File: config.mk
export PLATFORM = sky130hd
export DESIGN_NAME = upower_multicycle_sequencer
export DESIGN_NICKNAME = d
export VERILOG_FILES = /design/src/rtl/upower_multicycle_sequencer.sv
export SDC_FILE = /design/constraint.sdc
export NUM_CORES = 1
export LEC_CHECK = 0
export CAP_MARGIN = 20
export CORE_MARGIN = 2
export CORE_UTILIZATION = 46
export DETAILED_ROUTE_END_ITERATION = 6
export HOLD_SLACK_MARGIN = 0.02
export PLACE_DENSITY = 0.89
export SYNTH_ARGS = -nofsm -noshare
export SYNTH_HDL_FRONTEND = slang
export SYNTH_SLANG_ARGS = --single-unit
File: constraint.sdc
create_clock -name clk -period 3.6 [get_ports clk]
set_input_delay 0.72 -clock clk [delete_from_list [all_inputs] [get_ports clk]]
set_output_delay 0.72 -clock clk [all_outputs]
set_load 0.01 [all_outputs]
File: src/rtl/upower_multicycle_sequencer.sv
// Multi-cycle FETCH/DECODE/EXEC/MEM/WB sequencer for one uPower instruction at a time.
// Define PERF_COUNTERS_EN to add the cyc_cnt/instr_cnt performance counters (and CNT_W).
module upower_multicycle_sequencer #(
  parameter int WAIT_MAX = 16
`ifdef PERF_COUNTERS_EN
  , parameter int CNT_W = 32
`endif
) (
  input  logic       clk,
  input  logic       rst_n,
  input  logic       run,
  input  logic       reg_read,
  input  logic       reg_write,
  input  logic       mem_read,
  input  logic       mem_write,
  input  logic       branch,
  input  logic       mem_to_reg,
  input  logic       alu_src,
  input  logic       pc_src,
  input  logic       br_taken,
  output logic       imem_req,
  input  logic       imem_ready,
  output logic       dmem_req,
  output logic       dmem_we,
  input  logic       dmem_ready,
  output logic       ir_load,
  output logic       rf_re,
  output logic       rf_we,
  output logic       rf_wsel_mem,
  output logic       alu_src_imm,
  output logic       pc_write,
  output logic       pc_sel_branch,
  output logic       busy,
  output logic [2:0] state_o,
  output logic       illegal_op,
  output logic       timeout_err
`ifdef PERF_COUNTERS_EN
  ,
  output logic [CNT_W-1:0] cyc_cnt,
  output logic [CNT_W-1:0] instr_cnt
`endif
);

  typedef enum logic [2:0] {
    S_IDLE   = 3'd0,
    S_FETCH  = 3'd1,
    S_DECODE = 3'd2,
    S_EXEC   = 3'd3,
    S_MEM    = 3'd4,
    S_WB     = 3'd5,
    S_TRAP   = 3'd7
  } state_t;

  localparam int WCW = (WAIT_MAX < 2) ? 1 : $clog2(WAIT_MAX + 1);
  // Trap fires in the cycle the counter sits at WAIT_MAX-1 without ready.
  localparam logic [WCW-1:0] WLAST = WCW'((WAIT_MAX > 0) ? WAIT_MAX - 1 : 0);

  state_t         state, state_nx;
  logic [WCW-1:0] wcnt;
  logic           wait_hit, legal, set_ill, set_tmo;

  assign legal    = reg_write | mem_read | mem_write | branch;
  assign wait_hit = (WAIT_MAX > 0) && (wcnt == WLAST);
  assign state_o  = state;

  always_comb begin
    state_nx      = state;
    imem_req      = 1'b0;
    dmem_req      = 1'b0;
    dmem_we       = 1'b0;
    ir_load       = 1'b0;
    rf_re         = 1'b0;
    rf_we         = 1'b0;
    rf_wsel_mem   = 1'b0;
    alu_src_imm   = 1'b0;
    pc_write      = 1'b0;
    pc_sel_branch = 1'b0;
    busy          = 1'b0;
    set_ill       = 1'b0;
    set_tmo       = 1'b0;
    // Enables are suppressed during reset so an aborted instruction never commits.
    if (rst_n) begin
      busy = (state != S_IDLE) && (state != S_TRAP);
      case (state)
        S_IDLE: if (run) state_nx = S_FETCH;
        S_FETCH: begin
          imem_req = 1'b1;
          if (imem_ready) begin
            ir_load  = 1'b1;
            state_nx = S_DECODE;
          end else if (wait_hit) begin
            set_tmo  = 1'b1;
            state_nx = S_TRAP;
          end
        end
        S_DECODE: begin
          rf_re = reg_read;
          if (legal) state_nx = S_EXEC;
          else begin
            set_ill  = 1'b1;
            state_nx = S_TRAP;
          end
        end
        S_EXEC: begin
          rf_re       = reg_read;
          alu_src_imm = alu_src;
          if (branch) begin
            pc_write      = 1'b1;
            pc_sel_branch = pc_src & (br_taken | ~reg_read);
            state_nx      = S_IDLE;
          end else if (mem_read || mem_write) state_nx = S_MEM;
          else state_nx = S_WB;
        end
        S_MEM: begin
          dmem_req = 1'b1;
          dmem_we  = mem_write;
          if (dmem_ready) begin
            if (mem_write) begin
              pc_write = 1'b1;
              state_nx = S_IDLE;
            end else state_nx = S_WB;
          end else if (wait_hit) begin
            set_tmo  = 1'b1;
            state_nx = S_TRAP;
          end
        end
        S_WB: begin
          rf_we       = 1'b1;
          rf_wsel_mem = mem_to_reg;
          pc_write    = 1'b1;
          state_nx    = S_IDLE;
        end
        S_TRAP:  state_nx = S_TRAP;
        default: state_nx = S_IDLE;
      endcase
    end
  end

  always_ff @(posedge clk) begin
    if (!rst_n) begin
      state       <= S_IDLE;
      wcnt        <= '0;
      illegal_op  <= 1'b0;
      timeout_err <= 1'b0;
    end else begin
      state <= state_nx;
      if (state_nx != state) wcnt <= '0;
      else if (state == S_FETCH || state == S_MEM) wcnt <= wcnt + 1'b1;
      if (set_ill) illegal_op <= 1'b1;
      if (set_tmo) timeout_err <= 1'b1;
    end
  end

`ifdef PERF_COUNTERS_EN
  // busy and pc_write are both zero in TRAP, so the counters freeze there.
  always_ff @(posedge clk) begin
    if (!rst_n) begin
      cyc_cnt   <= '0;
      instr_cnt <= '0;
    end else begin
      if (busy) cyc_cnt <= cyc_cnt + 1'b1;
      if (pc_write) instr_cnt <= instr_cnt + 1'b1;
    end
  end
`endif

endmodule

# ---- Word-level counts from Yosys, hierarchy flattened
# Index checks and enable logic that the tools add are counted.
dict set report totals {
  ff_bits 10
  inputBits 14
  output_inout_bits 16
  word_cells 72
}
dict set report classes {
  addsub 1
  n_eq_ne 9
  n_mux 44
  bitwise_logic 7
  n_reduce_logical 7
}
# cell count
set op_table {}
lappend op_table {{2-to-1 mux 1 bit} 33}
lappend op_table {{2-to-1 mux 3 bit} 8}
lappend op_table {{case mux 3 bit (6 select lines)} 1}
lappend op_table {{== test 3 bit, second input constant} 3}
lappend op_table {{== test 3 x 2 -> 1 bit, second input constant} 2}
lappend op_table {{adder 5 x 1 -> 5 bit, second input constant} 1}
lappend op_table {{== test 5 x 4 -> 1 bit, second input constant} 1}
lappend op_table {{bitwise OR 1 bit} 4}
lappend op_table {{OR reduction 2 bit} 2}
lappend op_table {{== test 3 x 1 -> 1 bit, second input constant} 1}
lappend op_table {{zero test 3 bit} 1}
lappend op_table {{!= test 3 bit} 1}
lappend op_table {{!= test 3 bit, second input constant} 1}
lappend op_table {{case mux 1 bit (3 select lines)} 1}
lappend op_table {{nonzero test 3 bit} 1}
lappend op_table {{logical OR 1 bit} 2}
lappend op_table {{NOT 1 bit} 2}
lappend op_table {{case mux 1 bit (2 select lines)} 1}
lappend op_table {{AND 1 bit} 1}
lappend op_table {{logical AND 1 bit} 1}

# ---- Depth between registers and ports, before layout
dict set report depth {
  depth_word 8
  mapped_depth 8
  mapped_depth_nobuf 8
}

# ---- Worst setup path after synthesis
# Ideal clock, no wire load.
dict set report synth_path {
  path_type {reg2out}
  startpoint {register state[0] (netlist: state_o[0])}
  endpoint {output port rf_wsel_mem}
  t_arrival_ps 1343
  required_ps 2880
  path_slack_ps 1537
  stages_incl_launch_ff 5
  n_path_buf 1
  cell_sequence {dfxtp_1 buf_2 nor2b_1 nor2b_1 and2_1}
}
dict set report synth_via {
  elab_chain_cells 3
}
# item line_no
set synth_rtl {}
lappend synth_rtl {{start: declaration} 58} ;# state_t state, state_nx;
lappend synth_rtl {{start signal: assignment} 146} ;# state <= state_nx;
lappend synth_rtl {{== test 3 bit} 84} ;# case (state)
lappend synth_rtl {{2-to-1 mux 1 bit} 84}
lappend synth_rtl {{2-to-1 mux 1 bit} 82} ;# if (rst_n) begin
lappend synth_rtl {{end: declaration} 29} ;# output logic rf_wsel_mem,
# No other way between the ends.

# ---- Final worst setup path
dict set report layout_path {
  startpoint {input port rst_n}
  endpoint {output port alu_src_imm}
}
dict set report layout_via {
  elab_chain_cells 1
}
# item line_no
set layout_rtl {}
lappend layout_rtl {{start: declaration} 10} ;# input logic rst_n,
lappend layout_rtl {{2-to-1 mux 1 bit} 82}
lappend layout_rtl {{end: declaration} 30} ;# output logic alu_src_imm,
# No other way between the ends.

==> results.md <==
* Core area at 0.00169 sq mm
* HPWL after DPL at 1530 um
* Initial DRC Count at 14
* Vias per inst at 5.84
* Count of cell types in the netlist at 47
* First-pass GRT wire length at 3240 um
* Worst slack, placed at 0.525 ns
* Crit start category: primary input
* CP delay by family, top: buffers and inverters
* Worst path cell trace: clkdlybuf4s50_1 > nor2b_1 > nand3_1 > nor2_1 > clkdlybuf4s50_1
* Num CTS Buffers at 3
* Die Y at 45.9 um
* WP data required at 2.88 ns
* Later-pin clock latency in the skew report at 0.27 ns
* Deepest clock path buffer count at 2
* Cts hold-fix bufs at 0
* Fin Hold WS at 0.484 ns
* WS Path Type: in2out
* Crit share post-route at 85.3%
* Gr usage total at 21.4%
* #FFs+latches synth at 10
* CTS sink cnt at 10
* Total power at 309 uW
* Row Count at 15
* Final ANT Viol Nets at 0
* Final Hold Fails at 0
* Worst slew margin at 40.5%
* Synth Instances at 96
* Final Max Tran Viols at 0
* Wire per inst at 14.0 um
* Grt total ovfl at 0
* Synth Flop Type: dfxtp_1
* Syn nets at 112
* Async SR Flop Fraction at 0%
* Fin util at 66.1%
* I/O pins at 30
* Final min period at 3.07 ns
* Port buffer count at 29
* Largest net degree at the start of global routing at 23
* Min-Delay Path Class: reg2reg
* Critical Path Max Stage Delay at 0.56 ns
* Filler cell count at 137
* WL final at 1970 um
* CP Capture Type: primary output
* EDFF count, synth at 0
* P_leak at 0.409 nW
* Commonest non-fill, non-tap cell in the layout: clkdlybuf4s50_1
* Final setup viols at 0
* DR vias at 824
* Sequential share of the synthesized area at 24.8%
* Post-route setup slack at 0.530 ns
* CP Buf/Inv Count at 2
* GPL Wtd Cong at 0.803
* Pre-antenna DRT Iters at 4
* Status: completed
* Most used cell, CP: clkdlybuf4s50_1
* Initial antenna violation count at 0
* Vias in the first global route at 730
* Share of layout cells above drive strength 1 at 12.1%
* Commonest cells after routing, fill and taps aside: clkdlybuf4s50_1 (29), dfxtp_1 (10), inv_1 (8)
* Max Cap Viol at 0
* RSZ-0062 raised after global routing: no
* Worst Path Arrival at 2.35 ns
* Die area at 0.00211 sq mm
* Peak supply drop at 0.222 mV
* Antenna cells at 0
* Die Wd at 45.9 um
* Area grow syn2layout at 38.3%
* Starting Density at 47.8%
* CTS tree: done
* Setup Buffers After CTS at 0
* Max Clk Rate at 0.326 GHz
* Post-CTS Resized at 0
* Synthesized area per cell at 8.41 sq um
* Crit Path Max Fanout at 8
* Setup TNS at 0 ns
* Pwr Density at 277 mW/mm^2
* Fin nets at 142
* Worst-margin pin slew at 0.891 ns
* Synth warn at 0
* Synth Cell Area at 807 sq um
* H-tree depth at 1
* Detailed-route DRC error count at 0
* Crit-path slowest cell: clkdlybuf4s50_1
* Worst Clk Skew at 0.00620 ns
* Root Driver: clkbuf_4
* Worst-path clk slew at 0.06 ns
[through the flow]
step                instance area, sq um  std cells
floorplan                            807         96
global placement                    1090        138
detailed placement                  1090        138
CTS                                 1120        141
global route                        1120        141
finish                              1120        141
[synth_stat cells (2+ instances only)]
master / number / area [sq um]
nand2_1: 6 / 22.5
xor2_1: 2 / 17.5
nand2b_2: 2 / 17.5
a21oi_1: 3 / 15.0
buf_2: 2 / 10.0
nor2b_1: 5 / 31.3
ha_1: 2 / 25.0
o31ai_1: 2 / 15.0
nand3_1: 2 / 10.0
nor2_1: 7 / 26.3
dfxtp_1: 10 / 200
and3_1: 4 / 25.0
and2_1: 4 / 25.0
nor4_1: 4 / 25.0
inv_1: 8 / 30.0
xnor2_1: 2 / 17.5
[worst paths after layout]
path                                 start     endpoint  cells after the start  slack, ns
worst min register to register  illegal_op   illegal_op                      2       0.48
worst min-delay path            illegal_op   illegal_op                      2       0.48
worst max-delay path                 rst_n  alu_src_imm                      5       0.53
worst max register to register     wcnt[0]      wcnt[3]                      8       1.47
[layer usage]
layer / vias to the layer above / routed length, um / part of all wire, % / global-route usage (%)
met2: 33 / 995 / 50 / 35.0
met5: - / 0 / 0 / 0
met1: 381 / 820 / 42 / 27.0
li1: 405 / - / - / -
met4: 0 / 27 / 1.4 / 6.29
met3: 5 / 129 / 6.5 / 5.95
[report_power, final]
group	switching, mW	total (mW)	internal, mW
sequential	0.0182	0.133	0.115
clock	0.0370	0.0756	0.0386
combinational	0.0443	0.0995	0.0552
[cells by family (layout without fill, tap and decap cells)]
logic type / count (synthesis) / after routing / synth area share [%]
flip-flops: 10 / 10 / 24.8
multiplexers: 1 / 1 / 1.24
AND/OR/NAND/NOR: 42 / 42 / 31.5
XOR/XNOR: 5 / 5 / 6.36
buffers and inverters: 12 / 40 / 6.82
adder cells (fa/ha/maj): 2 / 2 / 3.10
AO/OA/AOI/OAI: 24 / 24 / 26.2
[flip-flops by register name, summed over array words and instances (netlist names)]
name,cells
illegal_op,1
wcnt,5
state_o,3
timeout_err,1
[worst min-delay path, delay by kind of cell (launching register included)]
family / cells / cell delay (ns)
AO/OA/AOI/OAI: 1 / 0.07
buffers and inverters: 1 / 0.05
flip-flops: 1 / 0.31
[final cells by class]
class | instances | area, sq um | area share, %
Tap cell | 17 | 21.3 | 1.91
Clock buffer | 3 | 22.5 | 2.02
Sequential cell | 10 | 200 | 17.9
Multi-Input combinational cell | 74 | 552 | 49.4
Inverter | 8 | 30.0 | 2.69
Timing Repair Buffer | 29 | 290 | 26.0
No activity file was read; power rests on OpenSTA's default activity.
